<file path="config.mk">
export PLATFORM = sky130hd
export DESIGN_NAME = fd_dram_bridge
export DESIGN_NICKNAME = d
export VERILOG_FILES = /design/src/rtl/fd_dram_bridge_pkg.sv /design/src/rtl/fd_bridge_cache.sv /design/src/rtl/fd_dram_bridge.sv
export SDC_FILE = /design/constraint.sdc
export NUM_CORES = 1
export LEC_CHECK = 0
export ABC_AREA = 0
export BUFFER_PORTS_ARGS = -buffer_cell sky130_fd_sc_hd__buf_2
export CORE_ASPECT_RATIO = 0.7
export CORE_MARGIN = 4
export CORE_UTILIZATION = 41
export DETAILED_ROUTE_END_ITERATION = 10
export GPL_TIMING_DRIVEN = 0
export MAX_ROUTING_LAYER = met4
export PLACE_DENSITY_LB_ADDON = 0.12
export SETUP_SLACK_MARGIN = 0.4
export SLEW_MARGIN = 10
export SYNTH_ARGS = -nofsm -noshare
export SYNTH_HDL_FRONTEND = slang
export SYNTH_SLANG_ARGS = --single-unit
export TNS_END_PERCENT = 50
</file>
<file path="constraint.sdc">
create_clock -name clk -period 1.6 [get_ports clk]
set_clock_uncertainty 0.15 [all_clocks]
set_input_delay 0.16 -clock clk [delete_from_list [all_inputs] [get_ports clk]]
set_output_delay 0.16 -clock clk [all_outputs]
set_load 0.02 [all_outputs]
</file>
<file path="src/rtl/fd_dram_bridge_pkg.sv">
// Shared types for the FD-to-DRAM bridge: record layout, bridge FSM states
// and the DRAM base address of record 0.
package fd_dram_bridge_pkg;

    localparam logic [16:0] DRAM_BASE = 17'h10000;

    // One OUT_INFO record as stored in DRAM
    typedef struct packed {
        logic [31:0] d_man_info;
        logic [31:0] res_info;
    } OUT_INFO;

    typedef enum logic [2:0] {
        IDLE,
        RD_AR,
        RD_R,
        WR_AW,
        WR_W,
        WR_B,
        DONE
    } Bridge_state;

endpackage

</file>
<file path="src/rtl/fd_bridge_cache.sv">
// One-entry record cache {vld, tag, data} with hit compare. Used by
// fd_dram_bridge only when FD_BRIDGE_CACHE_EN is defined.
module fd_bridge_cache
    import fd_dram_bridge_pkg::*;
#(
    parameter int DATA_W = $bits(OUT_INFO)
) (
    input  logic              clk,
    input  logic              rst_n,
    input  logic [7:0]        lookup_tag_i,
    output logic              hit_o,
    output logic [DATA_W-1:0] rd_data_o,
    input  logic              fill_i,
    input  logic [7:0]        fill_tag_i,
    input  logic [DATA_W-1:0] fill_data_i
);

    logic              vld_q;
    logic [7:0]        tag_q;
    logic [DATA_W-1:0] data_q;

    // Valid bit and tag: the valid bit alone decides whether the entry is usable
    always_ff @(posedge clk or negedge rst_n) begin
        if (!rst_n) begin
            vld_q <= 1'b0;
            tag_q <= '0;
        end else if (fill_i) begin
            vld_q <= 1'b1;
            tag_q <= fill_tag_i;
        end
    end

    // Cached record payload
    // NOTE: payload is storage, not control; vld_q guards it, so it needs no reset.
    always_ff @(posedge clk) begin
        if (fill_i) begin
            data_q <= fill_data_i;
        end
    end

    assign hit_o     = vld_q && (tag_q == lookup_tag_i);
    assign rd_data_o = data_q;

endmodule

</file>
<file path="src/rtl/fd_dram_bridge.sv">
// FD controller to pseudo-DRAM bridge over AXI4-Lite. One outstanding
// request; each read/write becomes a single AXI transaction and completion is
// signalled by a one-cycle C_out_valid pulse. All outputs are registered.
// Optional feature: FD_BRIDGE_CACHE_EN adds a one-entry write-through record
// cache; without it every request goes to DRAM.
module fd_dram_bridge
    import fd_dram_bridge_pkg::*;
#(
    parameter int                ADDR_W    = 17,
    parameter int                DATA_W    = $bits(OUT_INFO),
    parameter logic [ADDR_W-1:0] BASE_ADDR = ADDR_W'(DRAM_BASE)
) (
    input  logic              clk,
    input  logic              rst_n,
    // FD request side
    input  logic [7:0]        C_addr,
    input  logic [DATA_W-1:0] C_data_w,
    input  logic              C_in_valid,
    input  logic              C_r_wb,
    output logic              C_out_valid,
    output logic [DATA_W-1:0] C_data_r,
    // AXI4-Lite read address / data
    output logic              AR_VALID,
    output logic [ADDR_W-1:0] AR_ADDR,
    input  logic              AR_READY,
    input  logic              R_VALID,
    input  logic [DATA_W-1:0] R_DATA,
    input  logic [1:0]        R_RESP,
    output logic              R_READY,
    // AXI4-Lite write address / data / response
    output logic              AW_VALID,
    output logic [ADDR_W-1:0] AW_ADDR,
    input  logic              AW_READY,
    output logic              W_VALID,
    output logic [DATA_W-1:0] W_DATA,
    input  logic              W_READY,
    input  logic              B_VALID,
    input  logic [1:0]        B_RESP,
    output logic              B_READY
);

    Bridge_state       state_q, state_d;
    logic              ar_valid_q, r_ready_q, aw_valid_q, w_valid_q, b_ready_q;
    logic              out_valid_q;
    logic [ADDR_W-1:0] addr_q;
    logic [DATA_W-1:0] wdata_q;
    logic [DATA_W-1:0] data_r_q;

    logic              accept;
    logic              ar_hs, r_hs, aw_hs, w_hs, b_hs;
    logic              cache_hit;
    logic [DATA_W-1:0] cache_rdata;
    logic              hit_take;

    // Responses are assumed OKAY by protocol; they are intentionally not used
    logic              unused_resp;
    assign unused_resp = ^{R_RESP, B_RESP};

    assign accept   = (state_q == IDLE) && C_in_valid;
    assign hit_take = accept && C_r_wb && cache_hit;
    assign ar_hs    = ar_valid_q && AR_READY;
    assign r_hs     = r_ready_q  && R_VALID;
    assign aw_hs    = aw_valid_q && AW_READY;
    assign w_hs     = w_valid_q  && W_READY;
    assign b_hs     = b_ready_q  && B_VALID;

`ifdef FD_BRIDGE_CACHE_EN
    logic [7:0] id_q;

    // Record ID of the request in flight, used as the cache fill tag
    always_ff @(posedge clk or negedge rst_n) begin
        if (!rst_n) begin
            id_q <= '0;
        end else if (accept) begin
            id_q <= C_addr;
        end
    end

    fd_bridge_cache #(
        .DATA_W (DATA_W)
    ) u_cache (
        .clk          (clk),
        .rst_n        (rst_n),
        .lookup_tag_i (C_addr),
        .hit_o        (cache_hit),
        .rd_data_o    (cache_rdata),
        .fill_i       (r_hs || b_hs),
        .fill_tag_i   (id_q),
        .fill_data_i  (r_hs ? R_DATA : wdata_q)
    );
`else
    assign cache_hit   = 1'b0;
    assign cache_rdata = '0;
`endif

    // Next-state logic: one AXI transaction per accepted request
    // NOTE: state_d gets its default before the case so no path leaves it unassigned (no latch).
    always_comb begin
        state_d = state_q;
        case (state_q)
            IDLE: begin
                if (C_in_valid) begin
                    if (!C_r_wb)        state_d = WR_AW;
                    else if (cache_hit) state_d = DONE;
                    else                state_d = RD_AR;
                end
            end
            RD_AR:   if (ar_hs) state_d = RD_R;
            RD_R:    if (r_hs)  state_d = DONE;
            WR_AW:   if (aw_hs) state_d = WR_W;
            WR_W:    if (w_hs)  state_d = WR_B;
            WR_B:    if (b_hs)  state_d = DONE;
            DONE:    state_d = IDLE;
            default: state_d = IDLE;
        endcase
    end

    // State register and registered channel strobes decoded from the next state
    // NOTE: non-blocking assignments so every register samples pre-edge values.
    always_ff @(posedge clk or negedge rst_n) begin
        if (!rst_n) begin
            state_q     <= IDLE;
            ar_valid_q  <= 1'b0;
            r_ready_q   <= 1'b0;
            aw_valid_q  <= 1'b0;
            w_valid_q   <= 1'b0;
            b_ready_q   <= 1'b0;
            out_valid_q <= 1'b0;
        end else begin
            state_q     <= state_d;
            ar_valid_q  <= (state_d == RD_AR);
            r_ready_q   <= (state_d == RD_R);
            aw_valid_q  <= (state_d == WR_AW);
            w_valid_q   <= (state_d == WR_W);
            b_ready_q   <= (state_d == WR_B);
            out_valid_q <= (state_d == DONE);
        end
    end

    // Address and write data are captured once at request and held until the handshakes
    always_ff @(posedge clk or negedge rst_n) begin
        if (!rst_n) begin
            addr_q  <= '0;
            wdata_q <= '0;
        end else if (accept) begin
            addr_q  <= BASE_ADDR + ADDR_W'({C_addr, 3'b000});
            wdata_q <= C_data_w;
        end
    end

    // Completion data: read data on R handshake or cache hit, zero after a write
    always_ff @(posedge clk or negedge rst_n) begin
        if (!rst_n) begin
            data_r_q <= '0;
        end else if (r_hs) begin
            data_r_q <= R_DATA;
        end else if (b_hs) begin
            data_r_q <= '0;
        end else if (hit_take) begin
            data_r_q <= cache_rdata;
        end
    end

    assign AR_VALID    = ar_valid_q;
    assign AR_ADDR     = addr_q;
    assign R_READY     = r_ready_q;
    assign AW_VALID    = aw_valid_q;
    assign AW_ADDR     = addr_q;
    assign W_VALID     = w_valid_q;
    assign W_DATA      = wdata_q;
    assign B_READY     = b_ready_q;
    assign C_out_valid = out_valid_q;
    assign C_data_r    = data_r_q;

endmodule

</file>
==> impl_results.md <==
- Total gr overflow: 0
- Syn Area/Cell: 16.32 um^2
- Clk pin slew, worst setup/hold paths: approximately 0.07 ns
- CTS tree: done
- Max Cap Viol: 0
- Initial DRC count: 218
- Final Cell Area: 0.01168 mm^2
- DR vias/cell: 4.868
- Min-Delay Path Class: in -> async
- WP buf/inv: 2
- Fin crit share: 111.2%
- Routed WL per cell: 21.08 um
- # setup viols final: 84
- Post-Synthesis Cells: approximately 360
- Crit-path max FO: 7
- Cell Pwr Density: 2065 mW/mm^2
- # nets final: approximately 1,000
- Gp weighted congestion: 0.7858
- Worst skew pair latency: 0.42 ns
- Ranking of synthesized cells by area: dfrtp_1 (62%), mux2_4 (18%), a22o_1 (9.5%)
- Die width: roughly 150 um
- Fin Setup TNS: -11.78 ns
- Total power: ~24 mW
- Rel. slew slack: 65.95%
- Detailed Place HPWL: ~12 mm
- Number of flops mapped to enable cells by yosys: 0
- Asr flop ratio synth: 100.0%
- Cell area after synthesis: a little under 0.006 mm^2
- Slew at the pin closest to its max-slew limit: 0.5108 ns
- Initial antenna violation count: 1
- Detailed Route WL: 22.77 mm
- Layout area overhead: 98.26%
- Die area: 0.01639 mm^2
- Status: finished, violations left
- Hold slack: -0.5286 ns
- Sequential area share after synthesis: 62.00%
- Count leader, synth: dfrtp_1
- Via count: around 5,300
- FF+latch count, synth: 146
- Post-placement cell area: 0.007706 mm^2
- Synth area leader: dfrtp_1
- Top cells by count, synth: dfrtp_1 (146), mux2_4 (69), a22o_1 (64)
- Largest net degree at the start of global routing: 99
- All-Layer GR Usage: 27.53%
- DP Cell Count: 863
- Core footprint: 0.01401 mm^2
- Maximum root-to-sink buffer count: 2
- Clk root buf: clkbuf_16
- Final Hold Viols: 146
- Worst path arrival time: 1.98 ns
- Slew Viols, Final: 0
- Routed Antenna Nets: 0
- Num CTS Buffers: 17
- Slowest CP cell: dfrtp_2
- # rows: 36
- P_leak: 5.783 nW
- Max incr delay on CP: 0.42 ns
- Die extent in y: 108.3 um
- Final min period: between 1.5 and 2 ns
- Vias in the first global route: 5,825
- Critical Path Start Type: flop
- Starting Density: a little over two fifths
- Final Util: 83.40%
- CTS Sinks: 146
- DP Worst Slack: -0.2809 ns
- Required time of the worst setup path: 1.81 ns
- First-pass GRT wire length: between 30 and 40 mm
- Yosys warning count: 0
- Share of layout cells above drive strength 1: 58.38%
- # DRC: 0
- Max VDD drop: 1.118 mV
- H-tree Lvls: 4
- Family with the most delay on the worst path: compound AO/OA/AOI/OAI gates
- Fill cells: 676
- Drt pass-1 iters: 4
- Setup ws final: -0.1788 ns
- Non-Filler Instances: 1,080
- Critical Path Sink Type: flop
- RSZ-0062 raised after global routing: yes
- Failing checks: hold timing, setup timing
- Post-synth top flop: dfrtp_1
- Top cell type's share of synthesized area: 62.00%
- Ports: between 300 and 400
- Crit Path Category: reg -> reg
- Cts hold-fix bufs: 136
- PortBufs: 296
- Cell Chain, Critical Path: buf_4, buf_6, nand3b_1, a211oi_4, o21bai_4, and3_1
- Maximum clock rate: 0.5622 GHz
- Synth unique cells: 33
worst reg2reg max path, cell delays in order, from the launching register on:
cell	delay (ns)
dfrtp_2	0.42
buf_4	0.14
buf_6	0.12
nand3b_1	0.22
a211oi_4	0.27
o21bai_4	0.20
and3_1	0.20
layout make-up:
type / count / area [um^2] / share of cell area (%)
antenna: 1 / 2.502 / 0.02142
buffer: 46 / 579.3 / 4.958
clock buffer: 18 / 439.2 / 3.759
clock inverter: 14 / 152.6 / 1.306
inverter: 5 / 18.77 / 0.1606
multi-input combinational: 179 / 1988 / 17.02
sequential: 146 / 3660 / 31.32
tap: 190 / 237.7 / 2.035
timing repair buffer: 481 / 4606 / 39.42
report_power, final:
group	total [mW]	switching [mW]	internal (mW)
Clock	4.04	1.68	2.36
Sequential	7.09	1.60	5.49
Combinational	13.0	5.45	7.54
Total	24.1	8.74	15.4
layer usage:
| metal | up-vias | routed length, um | global-route usage (%) | share of wire [%] |
|---|---|---|---|---|
| met4 | 0 | 617 | 11.13 | 2.7 |
| met3 | 45 | 1519 | 6.158 | 6.7 |
| met2 | 243 | 11920 | 46.88 | 52 |
| li1 | 2316 | - | - | - |
| met5 | - | 0 | - | 0 |
| met1 | 2653 | 8709 | 31.72 | 38 |
final timing paths:
path	from	end	slack [ns]	depth (start not counted)
worst max-delay path	state_q[0]$_DFF_PN0_	AR_VALID$_DFF_PN0_	-0.18	6
worst min-delay path	rst_n	C_data_r[53]$_DFFE_PN0P_	-0.53	1
worst max register to register	state_q[0]$_DFF_PN0_	AR_VALID$_DFF_PN0_	-0.18	6
worst min register to register	C_data_r[21]$_DFFE_PN0P_	C_data_r[21]$_DFFE_PN0P_	0.38	1
max in group asynchronous	rst_n	AR_ADDR[3]$_DFFE_PN0P_	0.99	2
min in group clk	C_r_wb	state_q[1]$_DFF_PN0_	0.06	5
layout by cell type (no fill, tap or decap), drive strengths merged, types with 3 or more instances in the layout:
cell           n
clkinvlp       4
inv            9
a22o          64
clkinv         4
nand3          3
conb          16
dfrtp        146
dlygate4sd3  136
clkbuf        31
mux2          72
buf          378
state kept, by name, indices dropped and copies added, names as in the netlist:
name and flops:
C_data_r 64, W_DATA 64, AR_ADDR 9, state_q 3, AR_VALID 1, AW_VALID 1, B_READY 1, C_out_valid 1
R_READY 1, W_VALID 1
cell families after synthesis:
kind of cell,Yosys count,synth area share (%)
other,1,0.06363
flip-flops,146,62.00
AO/OA/AOI/OAI,74,11.10
AND/OR/NAND/NOR,17,1.762
multiplexers,72,18.15
buffers and inverters,51,6.921
what timing repair did:
action / in CTS / in global routing
hold endpoints to repair: 283 / 76
gates cloned: 11 / 7
pin swaps: 58 / 19
setup buffers: 23 / 7
endpoints found under the setup margin: 297 / 298
resized for setup: 398 / 19
Power figures use the tool's default switching activity.
